==> src/rtl/des_pkg.sv <==
// DES key-schedule constants, types and bit-permutation helpers (DES bit 1 = MSB).
package des_pkg;

    localparam int NUM_ROUNDS = 16;

    typedef logic [27:0] half_t;
    typedef logic [47:0] subkey_t;
    typedef enum logic [1:0] {IDLE, RUN, DONE} state_t;

    localparam int PC1_TAB [56] = '{
        57, 49, 41, 33, 25, 17,  9,  1, 58, 50, 42, 34, 26, 18,
        10,  2, 59, 51, 43, 35, 27, 19, 11,  3, 60, 52, 44, 36,
        63, 55, 47, 39, 31, 23, 15,  7, 62, 54, 46, 38, 30, 22,
        14,  6, 61, 53, 45, 37, 29, 21, 13,  5, 28, 20, 12,  4
    };

    localparam int PC2_TAB [48] = '{
        14, 17, 11, 24,  1,  5,  3, 28, 15,  6, 21, 10,
        23, 19, 12,  4, 26,  8, 16,  7, 27, 20, 13,  2,
        41, 52, 31, 37, 47, 55, 30, 40, 51, 45, 33, 48,
        44, 49, 39, 56, 34, 53, 46, 42, 50, 36, 29, 32
    };

    localparam int SHIFT_SCHED [NUM_ROUNDS] = '{1, 1, 2, 2, 2, 2, 2, 2, 1, 2, 2, 2, 2, 2, 2, 1};

    // Table entries are 1-based DES bit numbers counted from the MSB.
    function automatic logic [55:0] pc1(input logic [63:0] key);
        logic [55:0] r;
        r = '0;
        for (int i = 0; i < 56; i++) begin
            r[55-i] = key[64-PC1_TAB[i]];
        end
        return r;
    endfunction

    function automatic subkey_t pc2(input logic [55:0] cd);
        subkey_t r;
        r = '0;
        for (int i = 0; i < 48; i++) begin
            r[47-i] = cd[56-PC2_TAB[i]];
        end
        return r;
    endfunction

    function automatic half_t rot(input half_t h, input int n, input logic right);
        half_t r;
        if (right) r = (h >> n) | (h << (28 - n));
        else       r = (h << n) | (h >> (28 - n));
        return r;
    endfunction

    // DES keys use odd parity per byte; any even-parity byte flags the key.
    function automatic logic key_parity_bad(input logic [63:0] key);
        logic bad;
        bad = 1'b0;
        for (int b = 0; b < 8; b++) begin
            if (!(^key[8*b +: 8])) bad = 1'b1;
        end
        return bad;
    endfunction

endpackage

==> src/rtl/des_pc2.sv <==
// Purpose: PC-2 compression of the 56-bit C/D state into a 48-bit subkey.
// Latency: combinational, zero cycles.
// Backpressure: none; pure wiring.
module des_pc2
    import des_pkg::*;
(
    input  logic [55:0] cd,
    output subkey_t     subkey
);

    always_comb begin
        subkey = pc2(cd);
    end

endmodule

==> src/rtl/des_key_schedule.sv <==
// Purpose: iterative DES subkey generator, K1..K16 (encrypt) or K16..K1 (decrypt).
// Latency: first subkey the cycle after start; one subkey per accepted handshake, done one cycle after the last.
// Backpressure: subkey_valid held with C/D frozen until subkey_ready; optional DES_KEY_PARITY_CHECK_EN adds a key parity flag.
module des_key_schedule
    import des_pkg::*;
(
    input  logic        clk,
    input  logic        rst_n,
    input  logic        start,
    input  logic [63:0] key_in,
    input  logic        decrypt,
    output subkey_t     subkey,
    output logic        subkey_valid,
    input  logic        subkey_ready,
    output logic [3:0]  round_idx,
    output logic        busy,
    output logic        done,
    output logic        parity_err
);

    state_t      state;
    half_t       c, d;
    logic [3:0]  cnt;
    logic        dec_q;
    logic [55:0] cd_load;
    logic [3:0]  sched_idx;
    int          shift_amt;
    logic        hs;

    assign cd_load = pc1(key_in);
    assign hs      = subkey_valid & subkey_ready;

    // Decrypt walks the schedule backwards, so it undoes the shift of the current round.
    always_comb begin
        sched_idx = dec_q ? (4'd15 - cnt) : (cnt + 4'd1);
        shift_amt = SHIFT_SCHED[sched_idx];
    end

    always_ff @(posedge clk or negedge rst_n) begin
        if (!rst_n) begin
            state        <= IDLE;
            c            <= '0;
            d            <= '0;
            cnt          <= '0;
            dec_q        <= 1'b0;
            subkey_valid <= 1'b0;
            round_idx    <= '0;
            busy         <= 1'b0;
            done         <= 1'b0;
        end else begin
            done <= 1'b0;
            case (state)
                IDLE: begin
                    if (start) begin
                        // C16/D16 equal C0/D0, so decrypt loads unrotated; encrypt applies the K1 shift.
                        c            <= decrypt ? cd_load[55:28] : rot(cd_load[55:28], 1, 1'b0);
                        d            <= decrypt ? cd_load[27:0]  : rot(cd_load[27:0],  1, 1'b0);
                        dec_q        <= decrypt;
                        cnt          <= '0;
                        round_idx    <= decrypt ? 4'd15 : 4'd0;
                        subkey_valid <= 1'b1;
                        busy         <= 1'b1;
                        state        <= RUN;
                    end
                end
                RUN: begin
                    if (hs) begin
                        cnt       <= cnt + 4'd1;
                        c         <= rot(c, shift_amt, dec_q);
                        d         <= rot(d, shift_amt, dec_q);
                        round_idx <= dec_q ? (4'd14 - cnt) : (cnt + 4'd1);
                        if (cnt == 4'd15) begin
                            subkey_valid <= 1'b0;
                            busy         <= 1'b0;
                            done         <= 1'b1;
                            round_idx    <= '0;
                            state        <= DONE;
                        end
                    end
                end
                DONE: state <= IDLE;
                default: state <= IDLE;
            endcase
        end
    end

    des_pc2 u_pc2 (
        .cd     ({c, d}),
        .subkey (subkey)
    );

`ifdef DES_KEY_PARITY_CHECK_EN
    always_ff @(posedge clk or negedge rst_n) begin
        if (!rst_n) begin
            parity_err <= 1'b0;
        end else if (state == IDLE && start) begin
            parity_err <= key_parity_bad(key_in);
        end
    end
`else
    assign parity_err = 1'b0;
`endif

endmodule

==> config.mk <==
export PLATFORM = sky130hd
export DESIGN_NAME = des_key_schedule
export DESIGN_NICKNAME = d
export VERILOG_FILES = /design/src/rtl/des_pkg.sv /design/src/rtl/des_pc2.sv /design/src/rtl/des_key_schedule.sv
export SDC_FILE = /design/constraint.sdc
export NUM_CORES = 1
export LEC_CHECK = 0
export BUFFER_PORTS_ARGS = -buffer_cell sky130_fd_sc_hd__clkbuf_2
export CELL_PAD_IN_SITES_DETAIL_PLACEMENT = 0
export CELL_PAD_IN_SITES_GLOBAL_PLACEMENT = 1
export CORE_MARGIN = 2
export CORE_UTILIZATION = 46
export CTS_CLUSTER_DIAMETER = 30
export DETAILED_ROUTE_END_ITERATION = 8
export MAX_ROUTING_LAYER = met4
export PLACE_DENSITY_LB_ADDON = 0.2
export SETUP_SLACK_MARGIN = 0.5
export SLEW_MARGIN = 20
export SYNTH_ARGS = -nofsm -noshare
export SYNTH_HDL_FRONTEND = slang
export SYNTH_SLANG_ARGS = --single-unit
==> constraint.sdc <==
create_clock -name clk -period 8.1 [get_ports clk]
set_clock_uncertainty 0.05 [all_clocks]
set_input_delay 0.405 -clock clk [delete_from_list [all_inputs] [get_ports clk]]
set_output_delay 0.405 -clock clk [all_outputs]
set_load 0.01 [all_outputs]
# Word-level counts from Yosys, hierarchy flattened
# Memories as Yosys holds them, arrays and structs flattened.
# Index checks and enable logic that the tools add are counted.
[op_classes]
bitwise = 8
shift = 8
n_eq_ne = 5
n_mux = 33
reduce_logical = 6
n_lt_le_gt_ge = 1
n_addsub = 4
[op_table]
columns = ["op", "count"]
rows = [
  ["2-to-1 mux 28 bit", 8],
  ["<< shifter 28 x 32 -> 28 bit", 4],
  [">> shifter 28 x 32 -> 28 bit", 4],
  ["OR 28 bit", 4],
  ["one-hot mux 28 bit (2 select lines)", 2],
  ["2-to-1 mux 32 bit", 2],
  ["OR 28 x 1 -> 28 bit", 2],
  ["2-to-1 mux 4 bit", 8],
  ["subtractor 6 x 32 -> 32 bit, first input constant", 1],
  ["one-hot mux 4 bit (2 select lines)", 2],
  ["subtractor 4 bit, first input constant", 2],
  ["2-to-1 mux 1 bit", 6],
  ["2-to-1 mux 2 bit", 3],
  ["!= test 2 bit, second input constant", 3],
  ["AND reduction 3 bit", 2],
  ["greater-or-equal comparator 5 bit, second input constant", 1],
  ["NOT 4 -> 5 bit", 1],
  ["adder 4 x 1 -> 4 bit, second input constant", 1],
  ["== test 4 bit, second input constant", 1],
  ["one-hot mux 2 bit (2 select lines)", 1],
  ["AND reduction 4 bit", 1],
  ["== test 2 x 1 -> 1 bit, second input constant", 1],
  ["logical NOT 2 bit", 1],
  ["one-hot mux 1 bit (2 select lines)", 1],
  ["other kinds (3)", 3],
]
[word_totals]
memories = 1
wordCells = 74
rom_bits = 512
out_inout_bits = 56
input_bits = 69
regBits = 69
[memory_table]
columns = ["memory", "words", "width", "rd", "rd_ports_with_merged_regs", "write_ports", "line", "source"]
rows = [
  ["(no name shown)", 16, 32, 1, 0, 0, "des_key_schedule.sv:36", "shift_amt = SHIFT_SCHED[sched_idx];"],
]

# Depth between registers and ports, before layout
# Gate-level depths: netlist of the first run.
[logic_depth]
word_depth = 12
depth_mapped = 17

# Cells and area by module
# A second synthesis of the first run with hierarchy kept.
[unflattened]
hier_cells = 614
area_unflattened_um2 = 5831.8
[modules_own_cells]
columns = ["mod", "area_each_um2", "seq_area_each_um2", "cells_each", "n_inst"]
rows = [
  ["des_key_schedule", 5471.5, 1726.7, 566, 1],
  ["des_pc2", 360.3, 0.0, 48, 1],
]

# Least setup slack after synthesis of the first run
# OpenSTA, ideal clock, no wires.
[synth_timing]
path_type = "register to register"
start = "register cnt[0]"
end = "register c[27]"
path_buffers = 3
setup_slack_ps = 4932
setup_time_ps = 130
t_required_ps = 7920
arrival_ps = 2989
stages_incl_launch_ff = 17
cell_sequence = "dfrtp_1 ha_1 xor2_2 nor3_1 a211o_1 and2_4 buf_12 inv_4 buf_6 buf_2 ha_1 inv_1 nor2_1 and3_1 a211o_1 o21ai_0 a31oi_1"
[synth_via]
elab_chain_len = 12
[synth_rtl]
columns = ["item", "line", "source"]
rows = [
  ["start, declared", "des_key_schedule.sv:23", "logic [3:0] cnt;"],
  ["start signal, assigned", "des_key_schedule.sv:68", "cnt <= cnt + 4'd1;"],
  ["adder 4 x 1 -> 4 bit / subtractor 4 bit (equally long branches)", "des_key_schedule.sv:35", "sched_idx = dec_q ? (4'd15 - cnt) : (cnt + 4'd1);"],
  ["2-to-1 mux 4 bit (*)", "des_key_schedule.sv:35", ""],
  ["NOT 4 -> 5 bit (not written as such) (*)", "des_key_schedule.sv:36", ""],
  ["memory read (16 x 32 bit) (*)", "n/a", ""],
  ["2-to-1 mux 32 bit (not written as such) (*) (2 in series)", "des_key_schedule.sv:36", ""],
  ["subtractor 6 x 32 -> 32 bit", "des_pkg.sv:47, des_pkg.sv:48", ""],
  [">> shifter 28 x 32 -> 28 bit / << shifter 28 x 32 -> 28 bit (equally long branches)", "des_pkg.sv:48, des_pkg.sv:47", ""],
  ["OR 28 bit (on tied branches)", "des_pkg.sv:48, des_pkg.sv:47", ""],
  ["2-to-1 mux 28 bit (*)", "des_pkg.sv:47", "if (right) r = (h >> n) | (h << (28 - n));"],
  ["2-to-1 mux 28 bit (*)", "des_key_schedule.sv:67", "if (hs) begin"],
  ["one-hot mux 28 bit (2 select lines) (*)", "des_key_schedule.sv:52", "case (state)"],
  ["end signal, assigned", "des_key_schedule.sv:56", "c <= decrypt ? cd_load[55:28] : rot(cd_load[55:28], 1, 1'b0);"],
  ["end signal, assigned", "des_key_schedule.sv:69", "c <= rot(c, shift_amt, dec_q);"],
  ["end, declared", "des_key_schedule.sv:22", "half_t c, d;"],
]
# Every way passes the cells marked *; elsewhere a longest branch is shown, timed or not. The select of a mux whose other input is x is not followed.
# A chain may end at the register's enable or synchronous reset.

# Worst setup path in the final report of the first run
# Same ends and word-level chain as after synthesis.

==> run_summary.xml, run 1 <==
<?xml version="1.0" encoding="UTF-8"?>
<metrics>
  <group name="run_status">
    <metric name="run_status" unit="">finished clean</metric>
  </group>
  <group name="grt">
    <metric name="number_of_antenna_violations_at_the_first_check_in_global_routing" unit="">0</metric>
    <metric name="grt-ovfl-total" unit="">0</metric>
    <metric name="grt.total_usage" unit="%">24.4</metric>
    <metric name="grt_pass1_vias" unit="">4829</metric>
    <metric name="grt_first_pass_wirelength" unit="mm">25.1</metric>
    <metric name="grt_start_max_net_pins" unit="">80</metric>
  </group>
  <group name="logic_synthesis">
    <metric name="yosys_warnings" unit="">0</metric>
    <metric name="synthArstFlopShare" unit="%">100</metric>
    <metric name="postSynth.topFlopCell" unit="">sky130_fd_sc_hd__dfrtp_1</metric>
    <metric name="synthesized_area_fraction_occupied_by_ao_oa_aoi_and_oai_cells" unit="%">18.5</metric>
    <metric name="post_synth_fa_ha_maj_area_fraction" unit="%">0.429</metric>
    <metric name="postSynthNetCount" unit="">685</metric>
    <metric name="synth_top_family_by_area" unit="">multiplexers</metric>
    <metric name="post_synth_xor_area_fraction" unit="%">1.03</metric>
    <metric name="synth.distinct_cells" unit="">60</metric>
    <metric name="synth.cell_area" unit="um2">5830</metric>
    <metric name="synthMuxAreaShare" unit="%">26.6</metric>
    <metric name="synth_simple_gate_area_share" unit="%">11.8</metric>
    <metric name="synth_seq_area_share" unit="%">29.6</metric>
    <metric name="syn-instance-count" unit="">614</metric>
    <metric name="count_of_flip_flops_with_a_built_in_enable_after_synthesis" unit="">0</metric>
    <metric name="postSynthRegisterBits" unit="">69</metric>
    <metric name="synth_area_per_cell" unit="um2">9.50</metric>
  </group>
  <group name="floorplanning">
    <metric name="die_area" unit="um2">13600</metric>
    <metric name="die_w" unit="um">117</metric>
    <metric name="placement_rows" unit="">41</metric>
    <metric name="die_h" unit="um">117</metric>
    <metric name="num_io_pins" unit="">125</metric>
    <metric name="floorplan.initialDensity" unit="%">46.6</metric>
    <metric name="floorplan.core_area" unit="um2">12500</metric>
  </group>
  <group name="routing">
    <metric name="via_count" unit="">4978</metric>
    <metric name="drc" unit="">0</metric>
    <metric name="routed_wl" unit="mm">15.7</metric>
    <metric name="route.detailed.vias_per_inst" unit="">6.07</metric>
    <metric name="initial_detailed_routing_violation_count" unit="">319</metric>
    <metric name="wl_per_cell" unit="um">19.2</metric>
    <metric name="route.antenna.remaining_nets" unit="">0</metric>
    <metric name="drt-pass1-iter-count" unit="">4</metric>
  </group>
  <group name="clock_network">
    <metric name="clock-sinks" unit="">69</metric>
    <metric name="clockBufferDepth" unit="">2</metric>
    <metric name="cts_resized" unit="">0</metric>
    <metric name="level_count_of_the_clock_h_tree" unit="">3</metric>
    <metric name="cts_setup_buffers" unit="">0</metric>
    <metric name="cts.hold.buffers_added" unit="">0</metric>
    <metric name="clk_pin_slew" unit="ps">60</metric>
    <metric name="clock_tree_from_tritoncts" unit="">done</metric>
    <metric name="clk-insertion-delay-late" unit="ps">330</metric>
    <metric name="root_buffer" unit="">sky130_fd_sc_hd__clkbuf_16</metric>
    <metric name="number_of_clock_buffers_inserted_by_tritoncts" unit="">9</metric>
  </group>
  <group name="critical_path">
    <metric name="crit-reg2reg-launch" unit="">cnt[0]</metric>
    <metric name="critical_path.startpoint" unit="">cnt[0]</metric>
    <metric name="worstReg2RegEnd" unit="">c[27]</metric>
    <metric name="rrSetupSlack" unit="ps">3760</metric>
    <metric name="crit_arrival" unit="ps">4550</metric>
    <metric name="setup.worst_path.start_class" unit="">flip-flop</metric>
    <metric name="timing_worst_setup_path_type" unit="">flip-flop to flip-flop</metric>
    <metric name="critPathMaxFanout" unit="">54</metric>
    <metric name="worst_ep_required_time" unit="ps">8300</metric>
    <metric name="setup.worst_path.end_class" unit="">flip-flop</metric>
    <metric name="worst-r2r-cell-count" unit="">13</metric>
  </group>
  <group name="layout">
    <metric name="area_growth_syn_to_layout" unit="%">8.15</metric>
    <metric name="share_of_layout_cells_above_drive_strength_1" unit="%">28.2</metric>
    <metric name="diodes" unit="">0</metric>
    <metric name="nets" unit="">714</metric>
  </group>
  <group name="sta">
    <metric name="max_clock_freq" unit="MHz">230</metric>
    <metric name="fin_crit_sh" unit="%">53.6</metric>
    <metric name="max-slew-margin-rel" unit="%">35.1</metric>
    <metric name="final-max-slew-violation-count" unit="">0</metric>
    <metric name="setup-tns-final" unit="ps">0</metric>
    <metric name="measured_slew_at_the_worst_slew_check_pin" unit="ps">974</metric>
    <metric name="finalWorstPathRequiredPeriod" unit="ps">4340</metric>
    <metric name="grt_setup_unrepaired" unit="">false</metric>
    <metric name="finalSetupViolations" unit="">0</metric>
    <metric name="hold_viol_final" unit="">0</metric>
  </group>
  <group name="power_and_ir_drop">
    <metric name="vdd.ir_drop.worst" unit="mV">0.290</metric>
    <metric name="design_power_total" unit="mW">2.89</metric>
    <metric name="pwr_density_cell" unit="nW/um2">458</metric>
    <metric name="leakagePower" unit="nW">2.97</metric>
  </group>
  <group name="place">
    <metric name="gp_congestion" unit="">0.862</metric>
    <metric name="place_hpwl" unit="mm">10.0</metric>
    <metric name="portBuffers" unit="">115</metric>
  </group>
  <group name="run">
    <metric name="max_cap_violations" unit="">0</metric>
  </group>
  <group name="worst_hold_path">
    <metric name="worstHoldPathType" unit="">input port to async pin</metric>
  </group>
</metrics>
[through the flow]
step,utilization (%),worst slack [ps],hold WS (ps),cell area [um2],cells
global route,50.4,3380,321,6310,820
finish,50.4,3760,254,6310,820
global placement,48.1,3890,458,6010,804
CTS,50.4,3760,294,6310,820
detailed placement,48.1,3790,465,6010,804
floorplan,-,4930,59.4,5830,614
[cell usage after synthesis, drive strengths merged (5+ instances only)]
master	count	area [um2]
a211o	10	87.6
a211oi	5	37.5
a21oi	54	270
a221o	14	140
a221oi	7	67.6
a31oi	5	31.3
buf	78	573
clkbuf	25	93.8
dfrtp	69	1730
inv	5	21.3
mux2i	67	671
mux4	37	845
nand2	72	270
nand2b	5	31.3
nand3	13	65.1
nor2	22	82.6
nor3	29	145
o21ai	40	200
[worst max path at each step]
| stage | end | slack [ps] | cells past startpoint |
|---|---|---|---|
| global placement | d[27] | 3890 | 13 |
| CTS | c[27] | 3760 | 13 |
| floorplan | c[27] | 4930 | 16 |
| detailed placement | c[27] | 3790 | 13 |
| finish | c[27] | 3760 | 13 |
| global route | c[27] | 3380 | 13 |
[cells by family after synthesis]
kind of cell	after synthesis
buffers and inverters	109
DFF	69
AOI/OAI and AO/OA	165
other	1
xor gates and xnor gates	6
muxes	107
and+or+nand+nor	155
adders and majority gates	2
[layout by cell type, fill, tap and decap left out, drive strengths merged, types with 3 or more instances in the layout]
cell / synthesis / layout
o211ai: 3 / 3
nor2: 22 / 22
a2111oi: 3 / 3
mux2: 3 / 3
mux2i: 67 / 67
o22ai: 3 / 3
dfrtp: 69 / 69
nor2b: 4 / 4
inv: 5 / 5
a221oi: 7 / 7
xnor2: 4 / 4
and3: 4 / 4
nand3: 13 / 13
clkbuf: 25 / 123
o21ai: 40 / 40
a211o: 10 / 10
nor3: 29 / 29
clkinv: 0 / 3
nand2: 72 / 72
o21a: 3 / 3
buf: 78 / 9
a31oi: 5 / 5
a221o: 14 / 14
mux4: 37 / 37
nand2b: 5 / 5
a211oi: 5 / 5
o31ai: 4 / 4
a21oi: 54 / 54
[critical path, stage by stage (launching register included)]
cell and delay (ps):
sky130_fd_sc_hd__dfrtp_1 520, sky130_fd_sc_hd__ha_1 340, sky130_fd_sc_hd__xor2_2 220, sky130_fd_sc_hd__nor3_1 300, sky130_fd_sc_hd__a211o_1 180, sky130_fd_sc_hd__and2_4 720
sky130_fd_sc_hd__inv_4 420, sky130_fd_sc_hd__ha_1 490, sky130_fd_sc_hd__inv_1 130, sky130_fd_sc_hd__nor2_1 300, sky130_fd_sc_hd__and3_1 210, sky130_fd_sc_hd__a211o_1 90
sky130_fd_sc_hd__o21ai_0 70, sky130_fd_sc_hd__a31oi_1 180
[registers in the layout, indices dropped and copies added, names as in the netlist]
signal and count:
c 28, d 28, cnt 4, round_idx 4
state 2, busy 1, dec_q 1, done 1
[layer usage]
metal	global-route usage (%)	part of all wire, %
met2	37.9	47
met4	7.76	1.4
met3	3.63	5.8
met5	-	0
met1	33.0	45
[power breakdown]
| part | total (mW) | switching (mW) | internal (mW) |
|---|---|---|---|
| clock network | 0.395 | 0.157 | 0.238 |
| logic | 1.81 | 0.992 | 0.819 |
| registers | 0.683 | 0.208 | 0.475 |
[final cells by class]
class / count / area, um2
Clock buffer: 10 / 229
Clock inverter: 6 / 63.8
Fill cell: 1269 / 6210
Inverter: 5 / 21.3
Multi-Input combinational cell: 436 / 3420
Sequential cell: 69 / 1730
Tap cell: 172 / 215
Timing Repair Buffer: 122 / 631
Note: power is estimated with default switching activity, not from simulation.
==> run 2: changes to the inputs <==
--- a/config.mk
+++ b/config.mk
@@ -5,11 +5,12 @@
 export SDC_FILE = /design/constraint.sdc
 export NUM_CORES = 1
 export LEC_CHECK = 0
+export ABC_AREA = 1
 export BUFFER_PORTS_ARGS = -buffer_cell sky130_fd_sc_hd__clkbuf_2
 export CELL_PAD_IN_SITES_DETAIL_PLACEMENT = 0
 export CELL_PAD_IN_SITES_GLOBAL_PLACEMENT = 1
 export CORE_MARGIN = 2
-export CORE_UTILIZATION = 46
+export CORE_UTILIZATION = 38
 export CTS_CLUSTER_DIAMETER = 30
 export DETAILED_ROUTE_END_ITERATION = 8
 export MAX_ROUTING_LAYER = met4
==> constraint.sdc (replaced) <==
create_clock -name clk -period 4.4 [get_ports clk]
set_clock_uncertainty 0.05 [all_clocks]
set_input_delay 0.22 -clock clk [delete_from_list [all_inputs] [get_ports clk]]
set_output_delay 0.22 -clock clk [all_outputs]
set_load 0.01 [all_outputs]
==> run 2 against run 1 <==
Effect of this change:
- the flow now finishes with violations (negative hold slack)
- die area increased by 19%
- utilization decreased by 7.2 points
- combinational power decreased by 95%
- routed wire length increased by 15%
- total power decreased by 43%
- critical path type unchanged
- largest power group is now the clock network
==> run_summary.xml, run 2 <==
<?xml version="1.0" encoding="UTF-8"?>
<metrics>
  <group name="clock_network">
    <metric name="clock-sinks" unit="">69</metric>
    <metric name="clock_tree_from_tritoncts" unit="">done</metric>
    <metric name="clockBufferDepth" unit="">2</metric>
    <metric name="root_buffer" unit="">sky130_fd_sc_hd__clkbuf_16</metric>
    <metric name="level_count_of_the_clock_h_tree" unit="">3</metric>
    <metric name="clk-insertion-delay-late" unit="ps">350</metric>
    <metric name="cts_setup_buffers" unit="">0</metric>
    <metric name="number_of_clock_buffers_inserted_by_tritoncts" unit="">9</metric>
    <metric name="cts_resized" unit="">0</metric>
    <metric name="cts.hold.buffers_added" unit="">0</metric>
    <metric name="clk_pin_slew" unit="ps">60</metric>
  </group>
  <group name="sta">
    <metric name="measured_slew_at_the_worst_slew_check_pin" unit="ps">986</metric>
    <metric name="max_clock_freq" unit="MHz">354</metric>
    <metric name="final-max-slew-violation-count" unit="">0</metric>
    <metric name="grt_setup_unrepaired" unit="">false</metric>
    <metric name="finalSetupViolations" unit="">0</metric>
    <metric name="fin_crit_sh" unit="%">64.2</metric>
    <metric name="finalWorstPathRequiredPeriod" unit="ps">2830</metric>
    <metric name="hold_ws" unit="ps">-28.6</metric>
    <metric name="setup-tns-final" unit="ps">0</metric>
    <metric name="max-slew-margin-rel" unit="%">34.1</metric>
    <metric name="hold_viol_final" unit="">30</metric>
  </group>
  <group name="routing">
    <metric name="route.antenna.remaining_nets" unit="">0</metric>
    <metric name="drc" unit="">0</metric>
    <metric name="via_count" unit="">6014</metric>
    <metric name="routed_wl" unit="mm">18.1</metric>
    <metric name="wl_per_cell" unit="um">15.9</metric>
    <metric name="route.detailed.vias_per_inst" unit="">5.30</metric>
    <metric name="initial_detailed_routing_violation_count" unit="">529</metric>
    <metric name="drt-pass1-iter-count" unit="">5</metric>
  </group>
  <group name="power_and_ir_drop">
    <metric name="p_switching" unit="uW">360</metric>
    <metric name="netSwitchingFraction" unit="%">22.0</metric>
    <metric name="seq_power_share" unit="%">38.7</metric>
    <metric name="clock_network_fraction_of_total_power" unit="%">55.6</metric>
    <metric name="cell_internal_pwr" unit="mW">1.28</metric>
    <metric name="vdd.ir_drop.worst" unit="mV">0.235</metric>
    <metric name="pwr_density_cell" unit="nW/um2">259</metric>
    <metric name="leakagePower" unit="nW">3.29</metric>
    <metric name="p_comb_share" unit="%">5.7</metric>
  </group>
  <group name="place">
    <metric name="portBuffers" unit="">115</metric>
    <metric name="placement.cell_area" unit="um2">5960</metric>
    <metric name="gp_congestion" unit="">0.852</metric>
    <metric name="dp_cells" unit="">1119</metric>
    <metric name="place_hpwl" unit="mm">11.5</metric>
  </group>
  <group name="layout">
    <metric name="finish.cell_count_without_fillers" unit="">1135</metric>
    <metric name="nets" unit="">1017</metric>
    <metric name="final_common_cell" unit="">sky130_fd_sc_hd__nand2_1</metric>
    <metric name="final_area" unit="um2">6330</metric>
    <metric name="area_growth_syn_to_layout" unit="%">10.1</metric>
    <metric name="biggest_regs" unit="">c: 28 flops, d: 28 flops</metric>
    <metric name="number_of_filler_instances_in_the_final_layout" unit="">1638</metric>
    <metric name="layout_common_cells" unit="">288 x sky130_fd_sc_hd__nand2_1, 148 x sky130_fd_sc_hd__nand3_1, 114 x sky130_fd_sc_hd__clkbuf_2</metric>
    <metric name="multi_input_area" unit="um2">3160</metric>
    <metric name="area.sequential" unit="um2">1730</metric>
    <metric name="diodes" unit="">0</metric>
    <metric name="share_of_layout_cells_above_drive_strength_1" unit="%">16.5</metric>
  </group>
  <group name="grt">
    <metric name="gr-usage-met3" unit="%">4.82</metric>
    <metric name="grt_first_pass_wirelength" unit="mm">29.9</metric>
    <metric name="number_of_antenna_violations_at_the_first_check_in_global_routing" unit="">0</metric>
    <metric name="grt_pass1_vias" unit="">5786</metric>
    <metric name="grt.total_usage" unit="%">23.6</metric>
    <metric name="global_route.usage.met2" unit="%">36.1</metric>
    <metric name="grt.busiest_layer" unit="">met2</metric>
    <metric name="grt_start_max_net_pins" unit="">71</metric>
    <metric name="met1_usage" unit="%">32.3</metric>
    <metric name="grt-ovfl-total" unit="">0</metric>
  </group>
  <group name="critical_path">
    <metric name="setup.worst_path.start_class" unit="">flip-flop</metric>
    <metric name="worst_ep_required_time" unit="ps">4590</metric>
    <metric name="setup.worst_path.end_class" unit="">flip-flop</metric>
    <metric name="critPathMaxFanout" unit="">70</metric>
    <metric name="timing_worst_setup_path_type" unit="">flip-flop to flip-flop</metric>
    <metric name="rrSetupSlack" unit="ps">1570</metric>
    <metric name="crit_arrival" unit="ps">3020</metric>
  </group>
  <group name="logic_synthesis">
    <metric name="count_of_flip_flops_with_a_built_in_enable_after_synthesis" unit="">0</metric>
    <metric name="ys_top_cells_by_count" unit="">288 x sky130_fd_sc_hd__nand2_1, 148 x sky130_fd_sc_hd__nand3_1, 73 x sky130_fd_sc_hd__o21ai_0, 69 x sky130_fd_sc_hd__dfrtp_1, 66 x sky130_fd_sc_hd__nor2_1</metric>
    <metric name="synth.distinct_cells" unit="">35</metric>
    <metric name="post-synth-top-area-cell" unit="">sky130_fd_sc_hd__dfrtp_1</metric>
    <metric name="syn-instance-count" unit="">921</metric>
    <metric name="postSynth.topFlopCell" unit="">sky130_fd_sc_hd__dfrtp_1</metric>
    <metric name="yosys.cell_count.top_type" unit="">sky130_fd_sc_hd__nand2_1</metric>
    <metric name="synth.top_cells.by_area" unit="">sky130_fd_sc_hd__dfrtp_1 30%, sky130_fd_sc_hd__nand2_1 19%, sky130_fd_sc_hd__nand3_1 13%, sky130_fd_sc_hd__buf_4 7.8%, sky130_fd_sc_hd__o21ai_0 6.4%</metric>
    <metric name="synth_seq_area_share" unit="%">30.0</metric>
    <metric name="synthArstFlopShare" unit="%">100</metric>
    <metric name="yosys_warnings" unit="">0</metric>
    <metric name="synth.cell_area" unit="um2">5750</metric>
    <metric name="postSynthRegisterBits" unit="">69</metric>
    <metric name="synth_area_per_cell" unit="um2">6.24</metric>
    <metric name="postSynthNetCount" unit="">992</metric>
    <metric name="netlist.area_leader.share" unit="%">30.0</metric>
  </group>
  <group name="worst_hold_path">
    <metric name="worstHoldPathType" unit="">input port to async pin</metric>
  </group>
  <group name="floorplanning">
    <metric name="floorplan.core_area" unit="um2">14600</metric>
    <metric name="placement_rows" unit="">44</metric>
    <metric name="die_area" unit="um2">16100</metric>
    <metric name="die_h" unit="um">127</metric>
    <metric name="die_w" unit="um">127</metric>
    <metric name="floorplan.initialDensity" unit="%">39.2</metric>
    <metric name="num_io_pins" unit="">125</metric>
  </group>
  <group name="run_status">
    <metric name="violated_checks" unit="">negative hold slack</metric>
    <metric name="run_status" unit="">finished with violations</metric>
  </group>
  <group name="run">
    <metric name="max_cap_violations" unit="">0</metric>
  </group>
</metrics>
[run 2: metrics by stage]
stage	worst slack [ps]	utilization [%]	power, mW
CTS	1560	43.2	1.66
global placement	1570	40.7	0.741
global route	1120	43.2	1.70
floorplan	1950	-	0.684
finish	1570	43.2	1.64
detailed placement	1580	40.7	0.741
[run 2: layer usage]
layer  wire [um]  vias to the layer above
li1            -                     3051
met1        8500                     2776
met2        8390                      167
met3         930                       20
met4         229                        0
met5           0                        -
[run 2: worst max-delay path, cell delays in order (launching register included)]
cell and delay (ps):
sky130_fd_sc_hd__dfrtp_1 480, sky130_fd_sc_hd__ha_1 370, sky130_fd_sc_hd__o21ai_0 220, sky130_fd_sc_hd__nand2_1 100
sky130_fd_sc_hd__inv_1 60, sky130_fd_sc_hd__nand2_1 40, sky130_fd_sc_hd__nand2_1 70, sky130_fd_sc_hd__nand2_2 80
sky130_fd_sc_hd__nand2_4 60, sky130_fd_sc_hd__buf_4 570, sky130_fd_sc_hd__nand2_1 150, sky130_fd_sc_hd__o21ai_1 160
sky130_fd_sc_hd__nand2_1 70, sky130_fd_sc_hd__nand3_1 70, sky130_fd_sc_hd__nand2_1 70, sky130_fd_sc_hd__nand2_1 60
sky130_fd_sc_hd__nand2_1 40
[run 2: kinds of logic (layout without fill, tap and decap cells)]
kind of cell,Yosys count,count (layout),share of synthesized area (%)
AND/OR/NAND/NOR,515,515,37.6
AO/OA/AOI/OAI,169,169,16.5
buffers and inverters,163,193,15.0
flip-flops,69,69,30.0
adder cells (fa/ha/maj),2,2,0.435
other,1,1,0.0653
XOR/XNOR,1,1,0.152
multiplexers,1,1,0.174
[run 2: power by group through the flow]
stage | Combinational [mW] | Clock [mW] | Sequential, mW
finish | 0.0926 | 0.912 | 0.635
global route | 0.108 | 0.956 | 0.634
CTS | 0.0951 | 0.931 | 0.634
detailed placement | 0.0950 | 0 | 0.646
global placement | 0.0946 | 0 | 0.646
floorplan | 0.0381 | 0 | 0.646
[run 2: final timing paths]
check	end	start	cells past startpoint
hold / removal	round_idx[1]	rst_n	1
hold reg to reg	d[2]	d[2]	2
setup / recovery	c[27]	cnt[0]	16
min in group clk	c[13]	key_in[62]	3
max in group asynchronous	dec_q	rst_n	1
setup reg to reg	c[27]	cnt[0]	16
[run 2: layout make-up]
type                            instances  area share [%]
Clock buffer                           10            3.62
Sequential cell                        69            27.3
Multi-Input combinational cell        689            50.0
Timing Repair Buffer                  124            10.2
Tap cell                              184            3.64
Inverter                               53            3.14
Clock inverter                          6            2.14
